[src/rtl/fifo_stream_packetizer_pkg.sv]
`default_nettype none
// +----------------------------------------------------------------------------+
// | fifo_stream_packetizer_pkg                                                 |
// | Shared types for the FIFO-to-AXI-stream packetizer.                        |
// | Revision: 1.0                                                              |
// +----------------------------------------------------------------------------+
package fifo_stream_packetizer_pkg;

   typedef enum logic [1:0] {
      ST_EMPTY   = 2'd0,
      ST_HOLD    = 2'd1,
      ST_PRESENT = 2'd2
   } pk_state_t;

endpackage
`default_nettype wire

[src/rtl/fifo_stream_timer.sv]
`default_nettype none
// +----------------------------------------------------------------------------+
// | fifo_stream_timer                                                          |
// | Saturating idle counter with clear/enable and an expiry compare.           |
// | Revision: 1.0                                                              |
// +----------------------------------------------------------------------------+
module fifo_stream_timer #(
   parameter int LGTMO = 8
) (
   input  logic             i_clk,
   input  logic             i_reset_n,
   input  logic             i_clear,
   input  logic             i_enable,
   input  logic [LGTMO-1:0] i_timeout,
   output logic             o_expired
);

   logic [LGTMO-1:0] r_count;

   always_ff @(posedge i_clk or negedge i_reset_n) begin
      if (!i_reset_n) begin
         r_count <= '0;
      end else if (i_clear) begin
         r_count <= '0;
      end else if (i_enable && (r_count != {LGTMO{1'b1}})) begin
         r_count <= r_count + LGTMO'(1);
      end
   end

   assign o_expired = (r_count >= i_timeout);

endmodule
`default_nettype wire

[src/rtl/fifo_stream_packetizer.sv]
`default_nettype none
// +----------------------------------------------------------------------------+
// | fifo_stream_packetizer                                                     |
// | Drains an FWFT FIFO into an AXI-stream master, framing packets by length   |
// | or by idle timeout.                                                        |
// | Revision: 1.0                                                              |
// +----------------------------------------------------------------------------+
module fifo_stream_packetizer
   import fifo_stream_packetizer_pkg::*;
#(
   parameter int BW    = 8,
   parameter int LGPKT = 8,
   parameter int LGTMO = 8
) (
   input  logic             i_clk,
   input  logic             i_reset_n,
   output logic             o_rd,
   input  logic [BW-1:0]    i_data,
   input  logic             i_empty,
   input  logic [LGPKT-1:0] i_pkt_len,
   input  logic [LGTMO-1:0] i_timeout,
   output logic             M_AXIS_TVALID,
   input  logic             M_AXIS_TREADY,
   output logic [BW-1:0]    M_AXIS_TDATA,
   output logic             M_AXIS_TLAST,
   output logic             o_busy
);

   localparam int CW = LGPKT + 1;
   localparam logic [CW-1:0] c_len_max = CW'(1) << LGPKT;

   pk_state_t       r_state;
   pk_state_t       w_state_next;
   logic [BW-1:0]   r_head_data;
   logic [BW-1:0]   r_tail_data;
   logic            r_head_last;
   logic            r_tail_last;
   logic            r_tail_valid;
   logic            r_tlast;
   logic [CW-1:0]   r_cnt;
   logic [CW-1:0]   r_len;

   logic            w_head_valid;
   logic            w_committed;
   logic            w_flush;
   logic            w_timer_en;
   logic            w_pop;
   logic            w_capture;
   logic            w_flush_commit;
   logic            w_tlast_now;
   logic [CW-1:0]   w_cnt_base;
   logic [CW-1:0]   w_len_in;
   logic [CW-1:0]   w_len_cur;
   logic            w_tag;
   logic            w_head_valid_next;
   logic            w_commit_next;

   assign w_head_valid = (r_state != ST_EMPTY);
   assign w_committed  = (r_state == ST_PRESENT);

   assign w_timer_en = w_head_valid && !r_tail_valid && !r_head_last
                     && !w_committed && i_empty;

   fifo_stream_timer #(
      .LGTMO (LGTMO)
   ) u_timer (
      .i_clk     (i_clk),
      .i_reset_n (i_reset_n),
      .i_clear   (!w_timer_en),
      .i_enable  (w_timer_en),
      .i_timeout (i_timeout),
      .o_expired (w_flush)
   );

   assign M_AXIS_TVALID = w_head_valid
                        && (w_committed || r_head_last || r_tail_valid || w_flush);
   assign w_tlast_now   = r_head_last || (!r_tail_valid && w_flush);
   assign M_AXIS_TLAST  = w_committed ? r_tlast : (M_AXIS_TVALID && w_tlast_now);
   assign M_AXIS_TDATA  = r_head_data;

   assign w_pop     = M_AXIS_TVALID && M_AXIS_TREADY;
   assign o_rd      = i_reset_n && !i_empty && (!r_tail_valid || w_pop);
   assign w_capture = o_rd;

   // A flush-caused commit restarts the count before any same-cycle capture is tagged.
   assign w_flush_commit = M_AXIS_TVALID && !w_committed && !r_head_last
                         && !r_tail_valid && w_flush;
   assign w_cnt_base     = w_flush_commit ? '0 : r_cnt;
   assign w_len_in       = (i_pkt_len == '0) ? c_len_max : {1'b0, i_pkt_len};
   assign w_len_cur      = (w_cnt_base == '0) ? w_len_in : r_len;
   assign w_tag          = (w_cnt_base == (w_len_cur - CW'(1)));

   assign o_busy = w_head_valid || r_tail_valid || (r_cnt != '0);

   always_ff @(posedge i_clk or negedge i_reset_n) begin
      if (!i_reset_n) begin
         r_state <= ST_EMPTY;
      end else begin
         r_state <= w_state_next;
      end
   end

   always_comb begin
      w_head_valid_next = w_head_valid;
      w_commit_next     = 1'b0;
      w_state_next      = r_state;
      if (w_pop) begin
         w_head_valid_next = r_tail_valid || w_capture;
      end else begin
         w_head_valid_next = w_head_valid || w_capture;
         w_commit_next     = M_AXIS_TVALID;
      end
      if (!w_head_valid_next) begin
         w_state_next = ST_EMPTY;
      end else if (w_commit_next) begin
         w_state_next = ST_PRESENT;
      end else begin
         w_state_next = ST_HOLD;
      end
   end

   always_ff @(posedge i_clk or negedge i_reset_n) begin
      if (!i_reset_n) begin
         r_head_data  <= '0;
         r_head_last  <= 1'b0;
         r_tail_data  <= '0;
         r_tail_last  <= 1'b0;
         r_tail_valid <= 1'b0;
         r_tlast      <= 1'b0;
         r_cnt        <= '0;
         r_len        <= '0;
      end else begin
         if (w_pop) begin
            if (r_tail_valid) begin
               r_head_data <= r_tail_data;
               r_head_last <= r_tail_last;
            end else if (w_capture) begin
               r_head_data <= i_data;
               r_head_last <= w_tag;
            end
            r_tail_valid <= r_tail_valid && w_capture;
            if (r_tail_valid && w_capture) begin
               r_tail_data <= i_data;
               r_tail_last <= w_tag;
            end
         end else if (w_capture) begin
            if (!w_head_valid) begin
               r_head_data <= i_data;
               r_head_last <= w_tag;
            end else begin
               r_tail_data  <= i_data;
               r_tail_last  <= w_tag;
               r_tail_valid <= 1'b1;
            end
         end

         if (M_AXIS_TVALID && !w_committed) begin
            r_tlast <= w_tlast_now;
         end

         if (w_capture) begin
            r_cnt <= w_tag ? '0 : (w_cnt_base + CW'(1));
            if (w_cnt_base == '0) begin
               r_len <= w_len_in;
            end
         end else begin
            r_cnt <= w_cnt_base;
         end
      end
   end

endmodule
`default_nettype wire

[config.mk]
export PLATFORM = sky130hd
export DESIGN_NAME = fifo_stream_packetizer
export DESIGN_NICKNAME = d
export VERILOG_FILES = /design/src/rtl/fifo_stream_packetizer_pkg.sv /design/src/rtl/fifo_stream_timer.sv /design/src/rtl/fifo_stream_packetizer.sv
export SDC_FILE = /design/constraint.sdc
export NUM_CORES = 1
export LEC_CHECK = 0
export ABC_AREA = 1
export CAP_MARGIN = 20
export CORE_UTILIZATION = 41
export DETAILED_ROUTE_END_ITERATION = 12
export GPL_TIMING_DRIVEN = 0
export PLACE_DENSITY = 0.61
export RECOVER_POWER = 25
export SKIP_LAST_GASP = 1
export SLEW_MARGIN = 30
export SYNTH_ARGS = -nofsm -noshare
export SYNTH_HDL_FRONTEND = slang
export SYNTH_HIERARCHICAL = 1
export SYNTH_SLANG_ARGS = --single-unit
[constraint.sdc]
create_clock -name i_clk -period 5 [get_ports i_clk]
set_input_delay 1 -clock i_clk [delete_from_list [all_inputs] [get_ports i_clk]]
set_output_delay 1 -clock i_clk [all_outputs]
set_load 0.05 [all_outputs]
Yosys cells after proc, flatten, opt, wreduce, memory -nomap -nowiden

Cells that the tools add are included.

Register bits: 48
Bits of input ports: 28
Output and inout bits: 12
Word-level logic and storage cells: 92

Add/subtract/negate cells: 3
Order comparisons: 1
Equal/unequal tests: 6
Mux-type cells: 33
Reductions and logical operators: 39

Operator list:

| cell                                                  | count |
|---|---|
| two-way mux 8 bit                                     | 11 |
| two-way mux 9 bit                                     | 5 |
| logical AND 1 bit                                     | 16 |
| two-way mux 1 bit                                     | 15 |
| adder 9 x 1 -> 9 bit, second input constant           | 1 |
| == test 9 bit                                         | 1 |
| logical NOT 9 bit                                     | 1 |
| logical OR 1 bit                                      | 9 |
| nonzero test 9 bit                                    | 1 |
| subtractor 9 x 1 -> 9 bit, second input constant      | 1 |
| adder 8 x 1 -> 8 bit, second input constant           | 1 |
| >= comparator 8 bit                                   | 1 |
| logical NOT 8 bit                                     | 1 |
| inequality test 8 bit, second input constant          | 1 |
| nonzero test 2 bit                                    | 4 |
| AND reduction 3 bit                                   | 2 |
| logical NOT 1 bit                                     | 4 |
| two-way mux 2 bit                                     | 2 |
| inequality test 2 x 1 -> 1 bit, second input constant | 2 |
| == test 2 bit, second input constant                  | 1 |
| inequality test 2 bit, second input constant          | 1 |
| AND reduction 2 bit                                   | 1 |

Longest topological paths before layout

Gate-level depths: netlist (run 1).

Word-level depth: 17
Gate-level depth with buffers: 31
Depth with buffers taken out: 30

By module

Netlist (run 1), hierarchy kept.

Modules (own cells, without submodules):

| module                 | instances | cells each | area an instance (um2) | seq. area each (um2) |
|---|---|---|---|---|
| fifo_stream_packetizer | 1         | 369        | 2648.8                 | 1001.0 |
| fifo_stream_timer      | 1         | 106        | 706.9                  | 200.2 |

Least setup slack after synthesis (run 1)

Ideal clock, no wire load.

Kind: input -> register
Start point: in i_timeout[5]
End point: reg r_cnt[2]
Setup time: 0.114 ns
Arrival: 4.045 ns
Data required time: 4.886 ns
Path slack: 0.841 ns
Stages: 27
Buffers on the path: 1
Cells stage by stage: inv_1 -> ha_1 -> a21oi_1 -> nor2_1 -> nor3_1 -> nand3_1 -> nand2_1 -> inv_2 -> nand2_4 -> inv_1 -> nor2_1 -> inv_1 -> ha_1 -> a21boi_4 -> nand3_2 -> buf_6 -> nand2_2 -> nand2_4 -> ha_1 -> xor2_1 -> nand2_1 -> nor2_1 -> nand3_1 -> nor3_2 -> nand4_2 -> nand2_1 -> inv_1

Word-level cells in the longest chain between the ends: 14
Elaborated cells between the ends (all ways): 18
Those cells by class: add/sub: 2; order compare: 1; eq/ne: 1; mux: 4; reduce/logical: 10

Ends and longest elaborated chain:

| element                         | line                          | RTL |
|---|---|---|
| start: declaration              | fifo_stream_packetizer.sv:21  | `input logic [LGTMO-1:0] i_timeout,` |
| >= comparator 8 bit (*)         | fifo_stream_timer.sv:30       | `assign o_expired = (r_count >= i_timeout);` |
| via w_flush                     | fifo_stream_packetizer.sv:45  | `logic w_flush;` |
| logical OR 1 bit                | fifo_stream_packetizer.sv:76  | `&& (w_committed \|\| r_head_last \|\| r_tail_valid \|\| w_flush);` |
| logical AND 1 bit               | fifo_stream_packetizer.sv:76  |  |
| logical AND 1 bit (2 in series) | fifo_stream_packetizer.sv:86  | `assign w_flush_commit = M_AXIS_TVALID && !w_committed && !r_head_last` |
| logical AND 1 bit (2 in series) | fifo_stream_packetizer.sv:87  | `&& !r_tail_valid && w_flush;` |
| two-way mux 9 bit               | fifo_stream_packetizer.sv:88  | `assign w_cnt_base = w_flush_commit ? '0 : r_cnt;` |
| logical NOT 9 bit               | fifo_stream_packetizer.sv:90  | `assign w_len_cur = (w_cnt_base == '0) ? w_len_in : r_len;` |
| two-way mux 9 bit               | n/a                           |  |
| subtractor 9 x 1 -> 9 bit       | fifo_stream_packetizer.sv:91  | `assign w_tag = (w_cnt_base == (w_len_cur - CW'(1)));` |
| == test 9 bit                   | fifo_stream_packetizer.sv:91  |  |
| two-way mux 9 bit               | fifo_stream_packetizer.sv:162 | `r_cnt <= w_tag ? '0 : (w_cnt_base + CW'(1));` |
| two-way mux 9 bit (*)           | fifo_stream_packetizer.sv:161 | `if (w_capture) begin` |
| end signal: assignment          | fifo_stream_packetizer.sv:162 |  |
| end signal: assignment          | fifo_stream_packetizer.sv:167 | `r_cnt <= w_cnt_base;` |
| end: declaration                | fifo_stream_packetizer.sv:40  | `logic [CW-1:0] r_cnt;` |

Mark *: on every way through the listed nets, which the timed path passes. The rest lies on a longest branch.
A chain may end at the register's enable or synchronous reset.

Worst setup path in the final report (run 1)

Start point: in i_timeout[7]
End point: out o_rd

Word-level cells in the longest chain between the ends: 6

Ends and longest elaborated chain:

| element             | line                         | RTL |
|---|---|---|
| >= comparator 8 bit | fifo_stream_timer.sv:30      |  |
| via w_flush         | fifo_stream_packetizer.sv:45 |  |
| logical OR 1 bit    | fifo_stream_packetizer.sv:76 |  |
| logical AND 1 bit   | fifo_stream_packetizer.sv:76 |  |
| logical AND 1 bit   | fifo_stream_packetizer.sv:81 | `assign w_pop = M_AXIS_TVALID && M_AXIS_TREADY;` |
| logical OR 1 bit    | fifo_stream_packetizer.sv:82 | `assign o_rd = i_reset_n && !i_empty && (!r_tail_valid \|\| w_pop);` |
| logical AND 1 bit   | fifo_stream_packetizer.sv:82 |  |
| end: declaration    | fifo_stream_packetizer.sv:17 | `output logic o_rd,` |

The timed path passes the listed nets, and every way through them passes these cells.

==> summary.md, run 1 <==
| Metric | Value |
|---|---|
| Gate power share | `59.1%` |
| Total power | `0.00220 W` |
| Worst skew pair latency | `0.31 ns` |
| Core Footprint | `0.00781 mm^2` |
| CP arrival | `3.80 ns` |
| Slew Limit Headroom | `51.1%` |
| Switching share of power | `47.7%` |
| Flop2flop setup slack | `1.03 ns` |
| Die H | `92.5 um` |
| Pwr/cell area | `541 mW/mm^2` |
| Placed Instances | `616` |
| DRT antenna net count | `0` |
| Peak-usage layer in the global routing report | `met2` |
| CP max-delay cell | `clkdlybuf4s50_1` |
| Switch Pwr | `0.00105 W` |
| Period utilisation layout | `96.0%` |
| Worst path top cell family by delay | `buffers and inverters` |
| Post-Syn Instances | `475` |
| Final WL | `7.56 mm` |
| Fin nets | `565` |
| Final worst path period need | `4.80 ns` |
| CTS sink cnt | `48` |
| Top cells by area, synth | `dfrtp_1 (36%), nand2_1 (16%), inv_1 (9.5%), ha_1 (4.5%), o21ai_0 (4.5%)` |
| Clock share of power | `13.1%` |
| CTS tree | `built` |
| HP Class | `reg -> reg` |
| CP Class | `in -> out` |
| Max Freq | `0.208 GHz` |
| Gpl congestion | `0.875` |
| Port bufs | `39` |
| Status | `finished, final reports clean` |
| # H-tree levels | `2` |
| Initial antenna violation count | `0` |
| Max Cap Viol | `0` |
| Crit path largest cell delay | `0.45 ns` |
| WP buf/inv | `6` |
| LEAKAGE | `2.16 nW` |
| CP Depth | `15` |
| Clock root cell | `clkbuf_8` |
| P_int | `0.00115 W` |
| Reg2reg end | `r_cnt[1]$_DFF_PN0_` |
| Largest net degree at the start of global routing | `50` |
| Reg-to-Reg Start | `u_timer/r_count[5]$_DFFE_PN0P_` |
| Starting DRT DRC Count | `152` |
| Final Hold Vio Count | `0` |
| Yosys cell types | `35` |
| Register area | `0.00120 mm^2` |
| Vias in the first global route | `2839` |
| Grt met2 use | `30.4%` |
| DIE WIDTH | `92.5 um` |
| Initial Util | `43.0%` |
| Pre-CTS setup slack | `-0.297 ns` |
| Yosys warns | `6` |
| GRT met1 Usage | `26.4%` |
| Slew Limit Fails | `0` |
| Reg power frac | `27.8%` |
| Crit. End Element | `output port` |
| Met3 usage | `3.20%` |
| Global-route wire length before repair | `12.9 mm` |
| Setup violators final | `0` |
| Startpoint Class | `input pin` |
| Total number of vias | `2991` |
| Layout area overhead | `21.1%` |
| # fillers | `793` |
| DP Wirelength | `5.66 mm` |
| Synthesized area | `0.00336 mm^2` |
| Clock tree buffer depth | `2` |
| CTS Buf Count | `5` |
| Skew final | `0.00958 ns` |
| CP Capture Point | `o_rd` |
| Worst Setup SP | `i_timeout[7]` |
| Crit path max fanout | `10` |
| Post-synth top area cell | `dfrtp_1` |
| Drt drc | `0` |
| WL/cell | `12.0 um` |
| Core Util, Final | `52.1%` |
| Tot GR Track Use | `18.9%` |
| Seq/Total Area, Yosys | `35.8%` |
| Maximum vdd drop | `231 uV` |
| Drt pass-1 iters | `5` |
| Std cell rows | `32` |
| Average size of a mapped cell | `7.06 um^2` |
| ANT cells | `0` |
| Grt ovf | `0` |
| Slew at the pin closest to its max-slew limit | `0.729 ns` |
| Net Count, Synth | `515` |
| Footprint of the multi-input gates | `0.00181 mm^2` |
| Yosys top cell area share | `35.8%` |
| Vias per cell | `4.76` |
| # IOs | `40` |
| Number of synthesized register bits | `48` |
| Worst R2R Path Depth | `27` |
| Clk pin slew, worst setup/hold paths | `0.10 ns` |
| WP data required | `4.00 ns` |
| CP Cell Sequence | `clkdlybuf4s50_1, inv_1, ha_1, nand2_1, nor2_1, nand4_1, nand3_1, inv_1, nand3_1, nand2_1, inv_2, nand2_2, a21oi_4, clkbuf_1, clkbuf_2` |
| Final worst slack | `0.202 ns` |
| Die area | `0.00855 mm^2` |
| Layout cells sized above 1 | `12.0%` |
| Final std cells w/o fill | `628` |
[layout by cell type, fill, tap and decap left out, drive strengths merged]
cell type,synthesis,final
nor3,7,7
a31oi,1,1
dfrtp,48,48
mux2,8,8
nand4,18,18
clkbuf,4,10
nor2,37,37
nand3,29,29
nor4,2,2
clkinvlp,0,1
o21bai,2,2
xor2,6,6
clkinv,1,2
a21boi,1,1
o21ai,37,37
ha,12,12
bufinv,0,1
buf,5,10
nand2,153,153
inv,89,89
nand3b,1,1
a21oi,10,10
xnor2,4,4
clkdlybuf4s50,0,37
[repair_timing]
| action | 4_1_cts | 5_1_grt |
|---|---|---|
| pin swaps | 0 | 8 |
| hold buffers | 0 | 0 |
| resized for setup | 2 | 14 |
| setup endpoints to repair | 1 | 12 |
| buffers inserted | 0 | 4 |
[synth_stat cells]
| master | n |
|---|---|
| a21boi_4 | 1 |
| a21oi_1 | 9 |
| a21oi_4 | 1 |
| a31oi_1 | 1 |
| buf_2 | 2 |
| buf_4 | 1 |
| buf_6 | 2 |
| clkbuf_1 | 4 |
| clkinv_2 | 1 |
| dfrtp_1 | 48 |
| ha_1 | 12 |
| inv_1 | 85 |
| inv_2 | 4 |
| mux2_2 | 8 |
| nand2_1 | 144 |
| nand2_2 | 5 |
| nand2_4 | 4 |
| nand3_1 | 27 |
| nand3_2 | 2 |
| nand3b_1 | 1 |
| nand4_1 | 16 |
| nand4_2 | 2 |
| nor2_1 | 31 |
| nor2_2 | 3 |
| nor2_4 | 2 |
| nor2_8 | 1 |
| nor3_1 | 6 |
| nor3_2 | 1 |
| nor4_1 | 2 |
| o21ai_0 | 30 |
| o21ai_1 | 4 |
| o21ai_2 | 3 |
| o21bai_1 | 2 |
| xnor2_1 | 4 |
| xor2_1 | 6 |
[sequential cells by signal, summed over array words and instances (netlist names)]
signal	flops
u_timer/r_count	8
r_cnt	9
r_state	2
r_tail_last	1
r_tail_data	8
r_head_last	1
r_len	9
M_AXIS_TDATA	8
r_tlast	1
r_tail_valid	1
[routing by layer]
metal	vias up	part of all wire [%]
li1	1591	-
met1	1343	50
met2	50	45
met3	7	3.6
met4	0	0.97
met5	-	0
[layout make-up]
cell class	instances	area share [%]
Sequential cell	48	29.5
Clock buffer	5	1.69
Clock inverter	3	1.05
Buffer	9	1.54
Multi-Input combinational cell	328	44.5
Tap cell	102	3.14
Inverter	90	8.40
Timing Repair Buffer	43	10.2
[logic make-up after synthesis]
| group | after synthesis | share of synthesized area [%] |
|---|---|---|
| compound gates | 51 | 8.87 |
| xor+xnor | 10 | 2.61 |
| fa+ha+maj | 12 | 4.47 |
| buf+inv | 99 | 11.7 |
| flops | 48 | 35.8 |
| mux | 8 | 2.68 |
| simple gates | 247 | 33.8 |
[worst min-delay path by stage]
stage	from	end	slack, ns	depth (start not counted)
5_1_grt	r_tail_data[3]$_DFFE_PN0P_	r_tail_data[3]$_DFFE_PN0P_	0.52	2
3_3_place_gp	r_tail_data[5]$_DFFE_PN0P_	r_tail_data[5]$_DFFE_PN0P_	0.47	2
6_report	r_tail_data[1]$_DFFE_PN0P_	r_tail_data[1]$_DFFE_PN0P_	0.50	2
2_1_floorplan	r_len[0]$_DFFE_PN0P_	r_len[0]$_DFFE_PN0P_	0.45	2
3_5_place_dp	r_len[7]$_DFFE_PN0P_	r_len[7]$_DFFE_PN0P_	0.47	2
4_1_cts	r_len[7]$_DFFE_PN0P_	r_len[7]$_DFFE_PN0P_	0.50	2
[power by group through the flow]
stage	Sequential, W	Combinational [W]	Clock [W]
2_1_floorplan	0.000715	0.000820	0
3_3_place_gp	0.000614	0.00120	0
3_5_place_dp	0.000618	0.00122	0
4_1_cts	0.000611	0.00122	0.000300
5_1_grt	0.000628	0.00146	0.000312
6_report	0.000611	0.00130	0.000289
[worst register-to-register path: stages, from the launching register on]
cell and delay (ns):
dfrtp_1 0.47, ha_1 0.32, a21oi_1 0.14, nor2_1 0.06, nor3_2 0.12, nand3_1 0.14
nand2_1 0.11, inv_2 0.04, nand2_4 0.14, inv_4 0.07, nor2_2 0.14, inv_1 0.10
ha_1 0.20, a21boi_4 0.16, nand3_4 0.10, buf_8 0.15, nand2_2 0.07, nand2_4 0.09
ha_4 0.15, nand3_2 0.14, nor2_4 0.19, nand2_1 0.07, nand2_1 0.06, nand3_1 0.11
nor2_4 0.11, nand4_1 0.21, nand3_1 0.15, nand2_1 0.07
[per-stage QoR]
step	TNS (ns)	hold slack, ns	cell area [um^2]
6_report	0	0.497	4070
5_1_grt	-0.00674	0.519	4070
3_5_place_dp	-3.21	0.473	3870
2_1_floorplan	0	0.453	3360
4_1_cts	0	0.498	3980
3_3_place_gp	-2.88	0.467	3870
Note: power is estimated with default switching activity, not from simulation.
==> run 2: changes to the inputs <==
--- a/config.mk
+++ b/config.mk
@@ -6,11 +6,12 @@
 export NUM_CORES = 1
 export LEC_CHECK = 0
 export ABC_AREA = 1
+export ABC_CLOCK_PERIOD_IN_PS = 5000
 export CAP_MARGIN = 20
-export CORE_UTILIZATION = 41
+export CORE_UTILIZATION = 53
 export DETAILED_ROUTE_END_ITERATION = 12
 export GPL_TIMING_DRIVEN = 0
-export PLACE_DENSITY = 0.61
+export PLACE_DENSITY = 0.75
 export RECOVER_POWER = 25
 export SKIP_LAST_GASP = 1
 export SLEW_MARGIN = 30
==> run 2 against run 1 <==
  * Critical path depth rose by 13
  * Setup slack improved by 0.099 ns
  * Combinational power fell by 3%
  * Sequential share of layout area rose by 0.26 points
  * Maximum frequency rose by 2.1%
  * Cell count fell by 4.8%
  * Via count rose by 2.2%
  * Clock-buffer cell count did not move
  * Register-to-register slack got worse by 0.02 ns
==> summary.md, run 2 (synthesis results as in run 1) <==
| Metric | Value |
|---|---|
| Status | `finished, final reports clean` |
| Clock tree buffer depth | `2 (unchanged)` |
| Max Cap Viol | `0 (unchanged)` |
| DRT antenna net count | `0 (unchanged)` |
| Clock share of power | `15.6% (+2.5 points)` |
| Total power | `0.00222 W (+0.73%)` |
| Final Hold Vio Count | `0 (unchanged)` |
| Max Freq | `0.213 GHz (+2.1%)` |
| # fillers | `546 (-31%)` |
| Placed Instances | `589 (-4.4%)` |
| Worst skew pair latency | `0.31 ns (about the same)` |
| Largest registers | `r_cnt (9), r_len (9)` |
| Gate power share | `56.9% (-2.2 points)` |
| Die H | `81.6 um (-12%)` |
| CTS hold repair buffers | `0 (unchanged)` |
| Total number of vias | `3056 (+2.2%)` |
| Grt met2 use | `41.3% (+11 points)` |
| CTS Buf Count | `5 (unchanged)` |
| Slew Limit Fails | `0 (unchanged)` |
| # H-tree levels | `2 (unchanged)` |
| Final worst slack | `0.301 ns (+0.0989 ns)` |
| Switch Pwr | `0.00105 W (-0.32%)` |
| CP arrival | `4.90 ns (+1.10 ns)` |
| CP Class | `in -> reg` |
| Slew Limit Headroom | `53.7% (+2.6 points)` |
| Die area | `0.00665 mm^2 (-22%)` |
| Setup violators final | `0 (unchanged)` |
| Starting DRT DRC Count | `149 (-2.0%)` |
| Drt pass-1 iters | `4 (-1)` |
| GRT met1 Usage | `32.2% (+5.8 points)` |
| Crit path max fanout | `10 (unchanged)` |
| Gpl congestion | `0.861 (-1.6%)` |
| Final std cells w/o fill | `598 (-4.8%)` |
| P_int | `0.00117 W (+1.7%)` |
| Maximum vdd drop | `363 uV (+57%)` |
| LEAKAGE | `2.16 nW (-0.20%)` |
| Crit. End Element | `flip-flop` |
| Skew final | `0.00533 ns (-0.00425 ns)` |
| Switching share of power | `47.2% (-0.50 points)` |
| Largest net degree at the start of global routing | `50 (unchanged)` |
| Met3 usage | `2.89% (-0.31 points)` |
| Port bufs | `39 (unchanged)` |
| # IOs | `40 (unchanged)` |
| Grt ovf | `0 (unchanged)` |
| WL/cell | `12.2 um (+1.7%)` |
| Final WL | `7.32 mm (-3.2%)` |
| Layout area overhead | `20.1%` |
| DIE WIDTH | `81.6 um (-12%)` |
| Fin nets | `562 (-0.53%)` |
| Clk pin slew, worst setup/hold paths | `0.10 ns (about the same)` |
| Vias in the first global route | `2785 (-1.9%)` |
| Pre-CTS setup slack | `-0.229 ns (+0.0674 ns)` |
| Initial antenna violation count | `0 (unchanged)` |
| HP Class | `reg -> reg` |
| Flop2flop setup slack | `1.01 ns (-0.02 ns)` |
| Commonest non-fill, non-tap cell in the layout | `nand2_1` |
| Std cell rows | `28 (-13%)` |
| Pwr/cell area | `550 mW/mm^2 (+1.6%)` |
| Peak-usage layer in the global routing report | `met2` |
| Drt drc | `0 (unchanged)` |
| Tot GR Track Use | `24.2% (+5.3 points)` |
| WP data required | `5.20 ns (+1.20 ns)` |
| Reg power frac | `27.5% (-0.3 points)` |
| CTS sink cnt | `48 (unchanged)` |
| CTS tree | `built` |
| Slew at the pin closest to its max-slew limit | `0.690 ns (-0.0390 ns)` |
| DP Wirelength | `5.51 mm (-2.8%)` |
| Setup TNS | `0 ns (unchanged)` |
| Vias per cell | `5.11 (+7.3%)` |
| Initial Util | `55.7% (+13 points)` |
| ANT cells | `0 (unchanged)` |
| Global-route wire length before repair | `12.4 mm (-3.7%)` |
| Commonest cells after routing, fill and taps aside | `nand2_1 (144), inv_1 (84), dfrtp_1 (48)` |
| Clock root cell | `clkbuf_8` |
| Layout cells sized above 1 | `11.7% (-0.31 points)` |
| Startpoint Class | `input pin` |
| Final worst path period need | `4.70 ns (-0.0989 ns)` |
| Core Footprint | `0.00603 mm^2 (-23%)` |
| Period utilisation layout | `94.0% (-2.0 points)` |
## run 2: path summary, 6_finish.rpt
path / from / to / cells past startpoint
min in group asynchronous: i_reset_n / M_AXIS_TDATA[1]$_DFFE_PN0P_ / 1
min: r_len[1]$_DFFE_PN0P_ / r_len[1]$_DFFE_PN0P_ / 2
min reg2reg: r_len[1]$_DFFE_PN0P_ / r_len[1]$_DFFE_PN0P_ / 2
max: i_timeout[7] / r_cnt[0]$_DFF_PN0_ / 28
max in group asynchronous: i_reset_n / r_len[8]$_DFFE_PN0P_ / 1
max reg2reg: u_timer/r_count[3]$_DFFE_PN0P_ / r_cnt[0]$_DFF_PN0_ / 26
## run 2: metal layers
metal | part of all wire [%] | wire, um
met1 | 48 | 3500
met2 | 46 | 3340
met3 | 5.2 | 384
met4 | 1.3 | 94
met5 | 0 | 0
## run 2: power groups by stage
stage	clock network [W]	registers, W	logic [W]
finish	0.000346	0.000610	0.00126
global route	0.000362	0.000627	0.00140
CTS	0.000352	0.000610	0.00122
detailed placement	0	0.000615	0.00121
global placement	0	0.000612	0.00118
floorplan	0	0.000715	0.000820
## run 2: worst max-delay path: stages
cell,delay [ns]
clkdlybuf4s50_1,0.45
inv_1,0.04
ha_1,0.28
nand2_1,0.08
nor2_2,0.13
nand4_1,0.10
nand3_2,0.11
nand2_1,0.07
inv_2,0.09
nand2_8,0.09
inv_4,0.10
nor2_2,0.05
inv_1,0.12
ha_1,0.16
a21boi_4,0.23
buf_4,0.20
nand4_2,0.11
nand2_4,0.15
ha_2,0.22
nand3_2,0.14
nor2_4,0.15
nand2_1,0.08
nand2_1,0.06
nand3_1,0.08
nor2_2,0.18
nand4_1,0.22
nand3_1,0.13
nand2_1,0.07
## run 2: layout make-up
| type | instances | area [um^2] | share of cell area [%] |
|---|---|---|---|
| multi-input combinational | 328 | 1810 | 44.9 |
| sequential | 48 | 1200 | 29.8 |
| timing repair buffer | 40 | 390 | 9.69 |
| inverter | 90 | 342 | 8.48 |
| tap | 75 | 93.8 | 2.33 |
| clock buffer | 5 | 68.8 | 1.71 |
| clock inverter | 3 | 68.8 | 1.71 |
| buffer | 9 | 55.1 | 1.37 |
## run 2: what timing repair did
| item | in CTS | in global routing |
|---|---|---|
| setup buffers | 0 | 1 |
| endpoints found under the setup margin | 1 | 12 |
| endpoints found under the hold margin | 0 | 0 |
| resized for setup | 1 | 14 |
| pin swaps | 0 | 4 |
## run 2: through the flow
stage	util, %	hold WS, ns	instance area (um^2)
after detailed placement	63.7	0.476	3840
after CTS	65.9	0.501	3970
after floorplan	-	0.453	3360
after global routing	66.9	0.528	4030
after global placement	63.7	0.466	3840
final	66.9	0.498	4030
==> run 3: changes to the inputs <==
--- a/config.mk
+++ b/config.mk
@@ -10,7 +10,6 @@
 export CAP_MARGIN = 20
 export CORE_UTILIZATION = 53
 export DETAILED_ROUTE_END_ITERATION = 12
-export GPL_TIMING_DRIVEN = 0
 export PLACE_DENSITY = 0.75
 export RECOVER_POWER = 25
 export SKIP_LAST_GASP = 1
==> run 3 against run 2 <==
  * Hold slack about the same
  * First-iteration DRC count up 15%
  * Die area unchanged
  * Via count up 0.39%
  * Critical path type unchanged
  * Maximum frequency up 2.9%
  * The flow now finishes with violations (capacitance limit, slew limit)
  * Cell count up 0.17%
==> summary.md, run 3 (synthesis results as in run 1) <==
| Metric | Value |
|---|---|
| Drt drc | `0 (unchanged)` |
| Max Cap Viol | `1 (+1)` |
| CP arrival | `4.77 ns (-0.13 ns)` |
| Largest registers | `r_cnt (9), r_len (9)` |
| Final worst slack | `0.432 ns (+0.131 ns)` |
| HP Class | `reg -> reg` |
| Setup violators final | `0 (unchanged)` |
| Crit path top cell by count | `nand2_1` |
| Core Util, Final | `65.7% (-1.2 points)` |
| Worst path top cell family by delay | `simple AND/OR/NAND/NOR gates` |
| WP buf/inv | `6 (unchanged)` |
| DIE WIDTH | `81.6 um (unchanged)` |
| Port bufs | `39 (unchanged)` |
| RSZ-0062 raised after global routing | `no` |
| DRT antenna net count | `0 (unchanged)` |
| Final worst path period need | `4.57 ns (-0.131 ns)` |
| Hold path start | `r_tail_data[7]$_DFFE_PN0P_` |
| Drt pass-1 iters | `5 (+1)` |
| WL/cell | `12.8 um (+5.0%)` |
| Skew final | `0.00932 ns (+0.00399 ns)` |
| Slew Limit Fails | `49 (+49)` |
| # H-tree levels | `2 (unchanged)` |
| Worst skew pair latency | `0.30 ns (about the same)` |
| Commonest cells after routing, fill and taps aside | `nand2_1 (144), inv_1 (85), dfrtp_1 (48)` |
| Tot GR Track Use | `25.5% (+1.3 points)` |
| Final std cells w/o fill | `599 (+0.17%)` |
| Post-CTS setup buffer count | `0 (unchanged)` |
| Crit. End Element | `flip-flop` |
| Startpoint Class | `input pin` |
| Clock root cell | `clkbuf_8` |
| Worst Setup SP | `i_timeout[7]` |
| Std cell rows | `28 (unchanged)` |
| Pwr/cell area | `563 mW/mm^2 (+2.4%)` |
| Fin nets | `564 (+0.36%)` |
| Layout cells sized above 1 | `11.3% (-0.40 points)` |
| Die H | `81.6 um (unchanged)` |
| Reg-to-Reg Start | `u_timer/r_count[3]$_DFFE_PN0P_` |
| Setup TNS | `0 ns (unchanged)` |
| Maximum vdd drop | `350 uV (-3.5%)` |
| Core Footprint | `0.00603 mm^2 (unchanged)` |
| Gpl congestion | `0.987 (+15%)` |
| Grt ovf | `0 (unchanged)` |
| DP Wirelength | `5.80 mm (+5.4%)` |
| Initial antenna violation count | `0 (unchanged)` |
| # IOs | `40 (unchanged)` |
| Max Freq | `0.219 GHz (+2.9%)` |
| CP max-delay cell | `clkdlybuf4s50_1` |
| ANT cells | `0 (unchanged)` |
| Slew at the pin closest to its max-slew limit | `2.56 ns (+1.87 ns)` |
| Pre-CTS setup slack | `0.154 ns (+0.383 ns)` |
| Final WL | `7.69 mm (+5.1%)` |
| Vias in the first global route | `2972 (+6.7%)` |
| Status | `finished, violations left` |
| Vias per cell | `5.12 (+0.23%)` |
| Starting DRT DRC Count | `171 (+15%)` |
| Clk pin slew, worst setup/hold paths | `0.09 ns (about the same)` |
| Initial Util | `55.7% (unchanged)` |
| Final Hold Vio Count | `0 (unchanged)` |
| Failing checks | `capacitance limit, slew limit` |
| Commonest non-fill, non-tap cell in the layout | `nand2_1` |
| Layout area overhead | `18.0%` |
| Crit path max fanout | `7 (-3)` |
| CTS Buf Count | `5 (unchanged)` |
| Global-route wire length before repair | `13.1 mm (+5.1%)` |
| Slew Limit Headroom | `-70.7% (-120 points)` |
| Total number of vias | `3068 (+0.39%)` |
| WP data required | `5.20 ns (about the same)` |
| CTS sink cnt | `48 (unchanged)` |
| Placed Instances | `592 (+0.51%)` |
| LEAKAGE | `2.15 nW (-0.46%)` |
| Clock tree buffer depth | `2 (unchanged)` |
| Period utilisation layout | `91.4% (-2.6 points)` |
| CP Class | `in -> reg` |
| Crit path largest cell delay | `0.45 ns (about the same)` |
| Die area | `0.00665 mm^2 (unchanged)` |
| WHS | `0.498 ns (+0.000319 ns)` |
| CTS tree | `built` |
| Largest net degree at the start of global routing | `49 (-2.0%)` |
-- run 3: changes by cell type in the layout (fill, tap and decap cells not counted), sizes merged --
cell | previous run | this run
inv | 90 | 89
clkbuf | 10 | 8
clkinv | 1 | 2
buf | 7 | 12
bufinv | 2 | 0
-- run 3: worst paths after layout --
path	slack, ns	endpoint	cells past startpoint
worst max-delay path	0.43	r_cnt[8]$_DFF_PN0_	27
worst min-delay path	0.50	r_tail_data[7]$_DFFE_PN0P_	2
worst max register to register	1.15	r_cnt[8]$_DFF_PN0_	25
worst min register to register	0.50	r_tail_data[7]$_DFFE_PN0P_	2
max in group asynchronous	1.90	r_cnt[5]$_DFF_PN0_	2
min in group asynchronous	1.65	M_AXIS_TDATA[2]$_DFFE_PN0P_	2
-- run 3: what timing repair did --
action	4_1_cts	5_1_grt
hold buffers	0	0
gates resized for setup	0	1
endpoints found under the setup margin	0	9
-- run 3: power breakdown --
part | switching (W) | internal [W] | leakage [nW] | total [W]
Clock | 0.000136 | 0.000111 | 0.0473 | 0.000247
Combinational | 0.000856 | 0.000486 | 1.49 | 0.00134
Sequential | 0.000110 | 0.000530 | 0.613 | 0.000640
-- run 3: tightest hold or removal path: cells and delay by family (launching register included) --
kind,cells,cell delay [ns]
flip-flops,1,0.36
AO/OA/AOI/OAI,1,0.06
AND/OR/NAND/NOR,1,0.05
-- run 3: layout make-up --
type / instances / area [um^2]
inverters: 90 / 339
fillers: 546 / 2070
clock inverters: 1 / 8.76
well taps: 75 / 93.8
clock buffers: 6 / 82.6
multi-input cells: 328 / 1770
repair buffers: 51 / 468
flip-flops and latches: 48 / 1200
-- run 3: layer usage --
metal  global-route usage, %  wire length (um)
met5                       0                 0
met4                    7.19               121
met3                    3.56               330
met2                    44.2              3580
met1                    33.1              3660
-- run 3: through the flow --
step           power, W  cell area [um^2]
4_1_cts         0.00223              3960
5_1_grt         0.00242              3960
6_report        0.00223              3960
3_3_place_gp    0.00193              3870
3_5_place_dp    0.00197              3870
2_1_floorplan   0.00154              3360
